<file path="src/rtl/neo_reset_pkg.sv">
// Shared types and constants for the reset sequencer / watchdog.
package neo_reset_pkg;

  // Sequencer states
  typedef enum logic [1:0] {
    HOLD    = 2'd0,
    STAGGER = 2'd1,
    RUN     = 2'd2,
    BTN     = 2'd3
  } state_t;

  // Cause of the most recent reset
  localparam logic [1:0] CAUSE_POR  = 2'b00;
  localparam logic [1:0] CAUSE_BTN  = 2'b01;
  localparam logic [1:0] CAUSE_WDOG = 2'b10;

  // Width of a counter that runs 0..n-1, never narrower than one bit
  function automatic int cnt_width(input int n);
    return ($clog2(n) < 1) ? 1 : $clog2(n);
  endfunction

endpackage

</file>
<file path="src/rtl/neo_debounce.sv">
// Button conditioner: 2-FF synchronizer, stability counter and debounced level.
// Emits one-cycle press/lift strobes on the edge where the debounced level
// flips, so the consumer can react on that same edge.
module neo_debounce
  import neo_reset_pkg::*;
#(
  parameter int DEBOUNCE_CYCLES = 240000
) (
  input  logic CLK_24M,
  input  logic RESET,
  input  logic btn_n,
  output logic press,
  output logic lift
);

  localparam int W = cnt_width(DEBOUNCE_CYCLES);
  localparam logic [W-1:0] CNT_LAST = W'(DEBOUNCE_CYCLES - 1);

  logic         sync1_reg;
  logic         sync2_reg;
  logic         level_reg;
  logic [W-1:0] cnt_reg;
  logic         differ;
  logic         flip;

  // The debounced level flips on the edge that completes the run of
  // DEBOUNCE_CYCLES consecutive differing samples.
  assign differ = (sync2_reg != level_reg);
  assign flip   = differ && (cnt_reg == CNT_LAST);
  assign press  = flip && !sync2_reg;
  assign lift   = flip && sync2_reg;

  // Synchronize the raw button, count stable cycles, flip the level
  always_ff @(posedge CLK_24M or posedge RESET) begin
    if (RESET) begin
      sync1_reg <= 1'b1;
      sync2_reg <= 1'b1;
      level_reg <= 1'b1;
      cnt_reg   <= '0;
    end else begin
      sync1_reg <= btn_n;
      sync2_reg <= sync1_reg;
      if (!differ) begin
        cnt_reg <= '0;
      end else if (flip) begin
        level_reg <= sync2_reg;
        cnt_reg   <= '0;
      end else begin
        cnt_reg <= cnt_reg + 1'b1;
      end
    end
  end

endmodule

</file>
<file path="src/rtl/neo_resetgen.sv">
// Reset sequencer and watchdog: produces the staggered peripheral (nRESETP)
// and CPU (nRESET) resets from power-on, the front-panel button and a
// frame-based watchdog kicked by the 68K.
module neo_resetgen
  import neo_reset_pkg::*;
#(
  parameter int DEBOUNCE_CYCLES = 240000,
  parameter int HOLD_CYCLES     = 2400,
  parameter int STAGGER_CYCLES  = 16,
  parameter int WD_FRAMES       = 8
) (
  input  logic       CLK_24M,
  input  logic       RESET,
  input  logic       nRESET_BTN,
  input  logic       nBITWD0,
  input  logic       FRAME_TICK,
  input  logic       WD_EN,
  output logic       nRESETP,
  output logic       nRESET,
  output logic [1:0] CAUSE,
  output logic       WD_FIRED
);

  // One counter serves both HOLD and STAGGER, sized for the longer phase
  localparam int SEQ_MAX = (HOLD_CYCLES > STAGGER_CYCLES) ? HOLD_CYCLES : STAGGER_CYCLES;
  localparam int SW      = cnt_width(SEQ_MAX);
  localparam int FW      = cnt_width(WD_FRAMES);
  localparam logic [SW-1:0] HOLD_LAST  = SW'(HOLD_CYCLES - 1);
  localparam logic [SW-1:0] STAG_LAST  = SW'(STAGGER_CYCLES - 1);
  localparam logic [FW-1:0] FRAME_LAST = FW'(WD_FRAMES - 1);

  logic          btn_press;
  logic          btn_lift;
  logic          kick_s1_reg;
  logic          kick_s2_reg;
  logic          kick_d_reg;
  logic          kick;
  logic          wd_fire;
  state_t        state_reg;
  logic [SW-1:0] seq_cnt_reg;
  logic [FW-1:0] frame_cnt_reg;
  logic          nresetp_reg;
  logic          nreset_reg;
  logic [1:0]    cause_reg;
  logic          wd_fired_reg;

  neo_debounce #(
    .DEBOUNCE_CYCLES(DEBOUNCE_CYCLES)
  ) u_btn_debounce (
    .CLK_24M(CLK_24M),
    .RESET  (RESET),
    .btn_n  (nRESET_BTN),
    .press  (btn_press),
    .lift   (btn_lift)
  );

  // Synchronize the kick strobe and keep one extra stage for edge detection
  always_ff @(posedge CLK_24M or posedge RESET) begin
    if (RESET) begin
      kick_s1_reg <= 1'b1;
      kick_s2_reg <= 1'b1;
      kick_d_reg  <= 1'b1;
    end else begin
      kick_s1_reg <= nBITWD0;
      kick_s2_reg <= kick_s1_reg;
      kick_d_reg  <= kick_s2_reg;
    end
  end

  // Kick is the falling edge of the synchronized strobe; it only counts in RUN
  assign kick    = (state_reg == RUN) && kick_d_reg && !kick_s2_reg;
  assign wd_fire = (state_reg == RUN) && FRAME_TICK && WD_EN && !kick &&
                   (frame_cnt_reg == FRAME_LAST);

  // Sequencer FSM with hold/stagger timing, frame counter and status flags
  always_ff @(posedge CLK_24M or posedge RESET) begin
    if (RESET) begin
      state_reg     <= HOLD;
      seq_cnt_reg   <= '0;
      frame_cnt_reg <= '0;
      nresetp_reg   <= 1'b0;
      nreset_reg    <= 1'b0;
      cause_reg     <= CAUSE_POR;
      wd_fired_reg  <= 1'b0;
    end else begin
      case (state_reg)
        HOLD: begin
          nresetp_reg <= 1'b0;
          nreset_reg  <= 1'b0;
          if (btn_press) begin
            state_reg   <= BTN;
            cause_reg   <= CAUSE_BTN;
            seq_cnt_reg <= '0;
          end else if (seq_cnt_reg == HOLD_LAST) begin
            state_reg   <= STAGGER;
            seq_cnt_reg <= '0;
            nresetp_reg <= 1'b1;
          end else begin
            seq_cnt_reg <= seq_cnt_reg + 1'b1;
          end
        end

        STAGGER: begin
          if (btn_press) begin
            state_reg   <= BTN;
            cause_reg   <= CAUSE_BTN;
            seq_cnt_reg <= '0;
            nresetp_reg <= 1'b0;
            nreset_reg  <= 1'b0;
          end else if (seq_cnt_reg == STAG_LAST) begin
            state_reg     <= RUN;
            seq_cnt_reg   <= '0;
            frame_cnt_reg <= '0;
            nreset_reg    <= 1'b1;
          end else begin
            seq_cnt_reg <= seq_cnt_reg + 1'b1;
          end
        end

        RUN: begin
          // A kick can never coincide with a fire, so this clear is safe here
          if (kick) begin
            wd_fired_reg <= 1'b0;
          end
          if (btn_press) begin
            // Button beats a same-cycle watchdog fire and leaves WD_FIRED alone
            state_reg   <= BTN;
            cause_reg   <= CAUSE_BTN;
            seq_cnt_reg <= '0;
            nresetp_reg <= 1'b0;
            nreset_reg  <= 1'b0;
          end else if (wd_fire) begin
            state_reg    <= HOLD;
            cause_reg    <= CAUSE_WDOG;
            wd_fired_reg <= 1'b1;
            seq_cnt_reg  <= '0;
            nresetp_reg  <= 1'b0;
            nreset_reg   <= 1'b0;
          end else if (kick) begin
            frame_cnt_reg <= '0;
          end else if (FRAME_TICK && WD_EN && (frame_cnt_reg != FRAME_LAST)) begin
            frame_cnt_reg <= frame_cnt_reg + 1'b1;
          end
        end

        BTN: begin
          nresetp_reg <= 1'b0;
          nreset_reg  <= 1'b0;
          if (btn_lift) begin
            state_reg   <= HOLD;
            seq_cnt_reg <= '0;
          end
        end

        default: begin
          state_reg   <= HOLD;
          seq_cnt_reg <= '0;
          nresetp_reg <= 1'b0;
          nreset_reg  <= 1'b0;
        end
      endcase
    end
  end

  assign nRESETP  = nresetp_reg;
  assign nRESET   = nreset_reg;
  assign CAUSE    = cause_reg;
  assign WD_FIRED = wd_fired_reg;

endmodule

</file>
<file path="config.mk">
export PLATFORM = sky130hd
export DESIGN_NAME = neo_resetgen
export DESIGN_NICKNAME = d
export VERILOG_FILES = /design/src/rtl/neo_reset_pkg.sv /design/src/rtl/neo_debounce.sv /design/src/rtl/neo_resetgen.sv
export SDC_FILE = /design/constraint.sdc
export NUM_CORES = 1
export LEC_CHECK = 0
export CORE_ASPECT_RATIO = 1.2
export CORE_MARGIN = 2
export CORE_UTILIZATION = 23
export DETAILED_ROUTE_END_ITERATION = 12
export PLACE_DENSITY = 0.47
export SYNTH_ARGS = -nofsm -noshare
export SYNTH_HDL_FRONTEND = slang
export SYNTH_SLANG_ARGS = --single-unit
</file>
<file path="constraint.sdc">
create_clock -name CLK_24M -period 1.95 [get_ports CLK_24M]
set_input_delay 0.39 -clock CLK_24M [delete_from_list [all_inputs] [get_ports CLK_24M]]
set_output_delay 0.39 -clock CLK_24M [all_outputs]
set_load 0.02 [all_outputs]
</file>
==> results of run 1 <==
## final timing paths
kind,start,endpoint,slack (ns),cells after the start
max in group asynchronous,RESET,u_btn_debounce.sync2_reg$_DFF_PP1_,1.13,3
max reg2reg,seq_cnt_reg[11]$_DFFE_PP0P_,seq_cnt_reg[5]$_DFFE_PP0P_,-0.15,5
min reg2reg,u_btn_debounce.sync1_reg$_DFF_PP1_,u_btn_debounce.sync2_reg$_DFF_PP1_,0.36,0
max,seq_cnt_reg[11]$_DFFE_PP0P_,seq_cnt_reg[5]$_DFFE_PP0P_,-0.15,5
min in group CLK_24M,u_btn_debounce.sync1_reg$_DFF_PP1_,u_btn_debounce.sync2_reg$_DFF_PP1_,0.36,0
min,RESET,frame_cnt_reg[1]$_DFFE_PP0P_,0.27,2
## cells in the mapped netlist, types with 2 or more instances
| cell type | count |
|---|---|
| or4b_1 | 2 |
| nand3_1 | 11 |
| and3_2 | 6 |
| mux2i_1 | 2 |
| and3_1 | 10 |
| nor4_1 | 2 |
| ha_1 | 4 |
| a31oi_1 | 2 |
| xnor2_1 | 9 |
| nor2b_1 | 4 |
| o21ai_0 | 5 |
| nand2b_1 | 2 |
| inv_1 | 7 |
| xor2_1 | 11 |
| clkbuf_1 | 4 |
| dfstp_2 | 6 |
| and2_2 | 2 |
| nand2_1 | 16 |
| a21bo_2 | 2 |
| dfrtp_1 | 40 |
| nor2_1 | 29 |
| and4_1 | 4 |
| nand4_1 | 6 |
| mux2_2 | 3 |
| a22o_2 | 3 |
| nor3_1 | 6 |
| a211o_1 | 4 |
## kinds of logic after synthesis
logic type,count (synthesis),share of synthesized area
adders and majority gates,4,0.0214
AOI/OAI and AO/OA,29,0.101
xor gates and xnor gates,20,0.0749
and+or+nand+nor,109,0.257
DFF,46,0.495
buffers and inverters,14,0.0278
muxes,5,0.0230
## power by group
group / internal, mW / total, mW / leakage [nW] / switching [mW]
Clock: 0.482 / 0.874 / 0.0704 / 0.392
Combinational: 0.340 / 0.613 / 0.833 / 0.273
Sequential: 1.08 / 1.16 / 0.594 / 0.0811
Total: 1.91 / 2.65 / 1.50 / 0.746
## final cells by class
cell class | instances | area, sq um | share of cell area
multi-input cells | 168 | 1200 | 0.368
flip-flops and latches | 46 | 1160 | 0.357
repair buffers | 69 | 559 | 0.172
well taps | 126 | 158 | 0.0485
clock buffers | 5 | 125 | 0.0385
inverters | 7 | 26.3 | 0.00809
clock inverters | 3 | 25.0 | 0.00770
## per-stage QoR
stage                     worst slack [ns]  setup TNS, ns
after floorplan                     -0.154         -0.724
after global placement              -0.236          -1.88
after detailed placement            -0.291          -2.38
after CTS                           -0.137          -1.27
after global routing                -0.187          -1.98
final                               -0.146          -1.28
## timing repair
item,in CTS,in global routing
gates cloned,1,0
setup buffers,3,3
pin swaps,14,1
endpoints found under the setup margin,13,17
gates resized for setup,12,6
## layer usage
metal / global-route usage / up-vias / wire length, um
met5: 0 / - / 0
met4: 0.0476 / 0 / 87
met3: 0.0197 / 7 / 116
met2: 0.194 / 21 / 2830
met1: 0.128 / 935 / 2350
li1: - / 955 / -
==> summary.txt, run 1 <==
Run status
  • Status: complete, but fails checks
  • Failing checks: negative setup slack

Finish
  • Commonest non-fill, non-tap cell in the layout: buf_4
  • Antenna diode count: 0
  • Final net count: around 310
  • Filler cell count: approximately 1.0k
  • Largest register FFs: 18
  • Non-filler cells in the finished layout: about 420
  • Core Util, Final: 0.326
  • Most frequent cells in the layout: 57 x buf_4, 39 x dfrtp_1, 29 x nor2_1
  • Fraction of layout cells with a size suffix above 1: 0.352
  • Area growth syn-to-layout: 38.9%
  • Design Area, Final: roughly 3200 sq um

Floorplanning
  • DIE AREA: 11,000 sq um
  • I/O pins: 11
  • FP Rows: 40
  • Die X: about 96 um
  • Die height: between 100 and 150 um
  • Initial core utilization: 0.235
  • Core area: 9960 sq um

Worst setup path
  • Startpoint Class: flip-flop
  • CP top delay family: compound AO/OA/AOI/OAI gates
  • Crit end category: flip-flop
  • Slowest stage cell, crit path: or4b_4
  • Max stage delay on crit path: around 0.54 ns
  • Critical-path maximum fanout: 4
  • CP bufs+invs: 0
  • CP Data Required Time: roughly 2.1 ns
  • Crit path DAT: about 2.3 ns
  • CP Class: reg2reg
  • CP cell instances: or4b_4, o41a_1, o211a_2, a32o_1, a22o_1

Synthesis
  • Sequential area share after synthesis: 0.495
  • Flop and latch count out of synthesis: 46
  • Dominant synthesized flop cell: dfrtp_1
  • Cells after Synth: around 230
  • Syn_nets: ~240
  • EDFF count, synth: 0
  • Synth top area share: 0.428
  • Syn avg cell area: 10.3 sq um
  • Leading area contributor after synthesis: dfrtp_1
  • Synth cell types: 52
  • Mapped Area: between 2000 and 2500 sq um
  • Synth warnings: 0
  • Ys async rst share: 1.00
  • Synth top area cells: dfrtp_1 43%, dfstp_2 6.7%, nor2_1 4.7%

Detailed routing
  • Via count: roughly 1.9k
  • DRC violations left: 0
  • Drt pass-1 iters: 4
  • DR vias/cell: 4.52
  • Final WL: 5.38 mm
  • Routed WL per cell: 12.7 um
  • Starting DRT DRC Count: between 60 and 70
  • Antenna viol nets, final: 0

CTS
  • Clk slew on worst S/H paths: 0.07 ns
  • Hold buffers post-CTS: 0
  • Clk sinks: 46
  • H-tree depth: 2
  • CTS tree: done
  • Clk buf depth: 2
  • CTS buffer count: 5
  • CTS root buf: clkbuf_16
  • Insertion delay to the later sink of the worst-skew pair: roughly 0.29 ns

Global routing
  • Vias in the first global route: around 2k
  • Gr ovfl total: 0
  • Initial antenna violation count: 0
  • Largest net degree at the start of global routing: 25
  • Total track usage: 0.110
  • First-pass GRT wire length: about 9.5 mm

Timing
  • WHS: about 0.27 ns
  • Slew Viols, Final: 0
  • Final setup violation count: 14
  • RSZ-0062 raised after global routing: true
  • Slew @ Worst Pin: 0.324 ns
  • Final period utilization: 1.08
  • Slew headroom: 0.782
  • Max frequency: ~0.48 GHz
  • Setup ws final: -0.146 ns
  • Fin crit period: around 2.1 ns
  • Final clock skew: around 0.0070 ns
  • Hold Fails Final Rpt: 0

Power
  • Pwr Total: between 2 and 3 mW
  • Pwr Density: about 800 nW/um^2
  • Maximum VDD drop: 396 uV
  • Leakage: around 1.5 nW

Placed design
  • GPL Wtd Cong: approximately 0.77
  • Placed Area: a little under 3000 sq um
  • PortBufs: 10
  • Final HPWL DP: ~4 mm
  • Inst Count DP: 409

Worst hold path
  • Hold Crit Class: in2async

Flow run
  • Reported max-cap violation count: 0
(Power assumes the default switching activity.)
==> inputs of run 2 (changes only) <==
--- a/config.mk
+++ b/config.mk
@@ -5,6 +5,7 @@
 export SDC_FILE = /design/constraint.sdc
 export NUM_CORES = 1
 export LEC_CHECK = 0
+export CAP_MARGIN = 20
 export CORE_ASPECT_RATIO = 1.2
 export CORE_MARGIN = 2
 export CORE_UTILIZATION = 23
==> results of run 2 <==
Same layout as run 1: the final DEF is identical, and so are final timing and power.
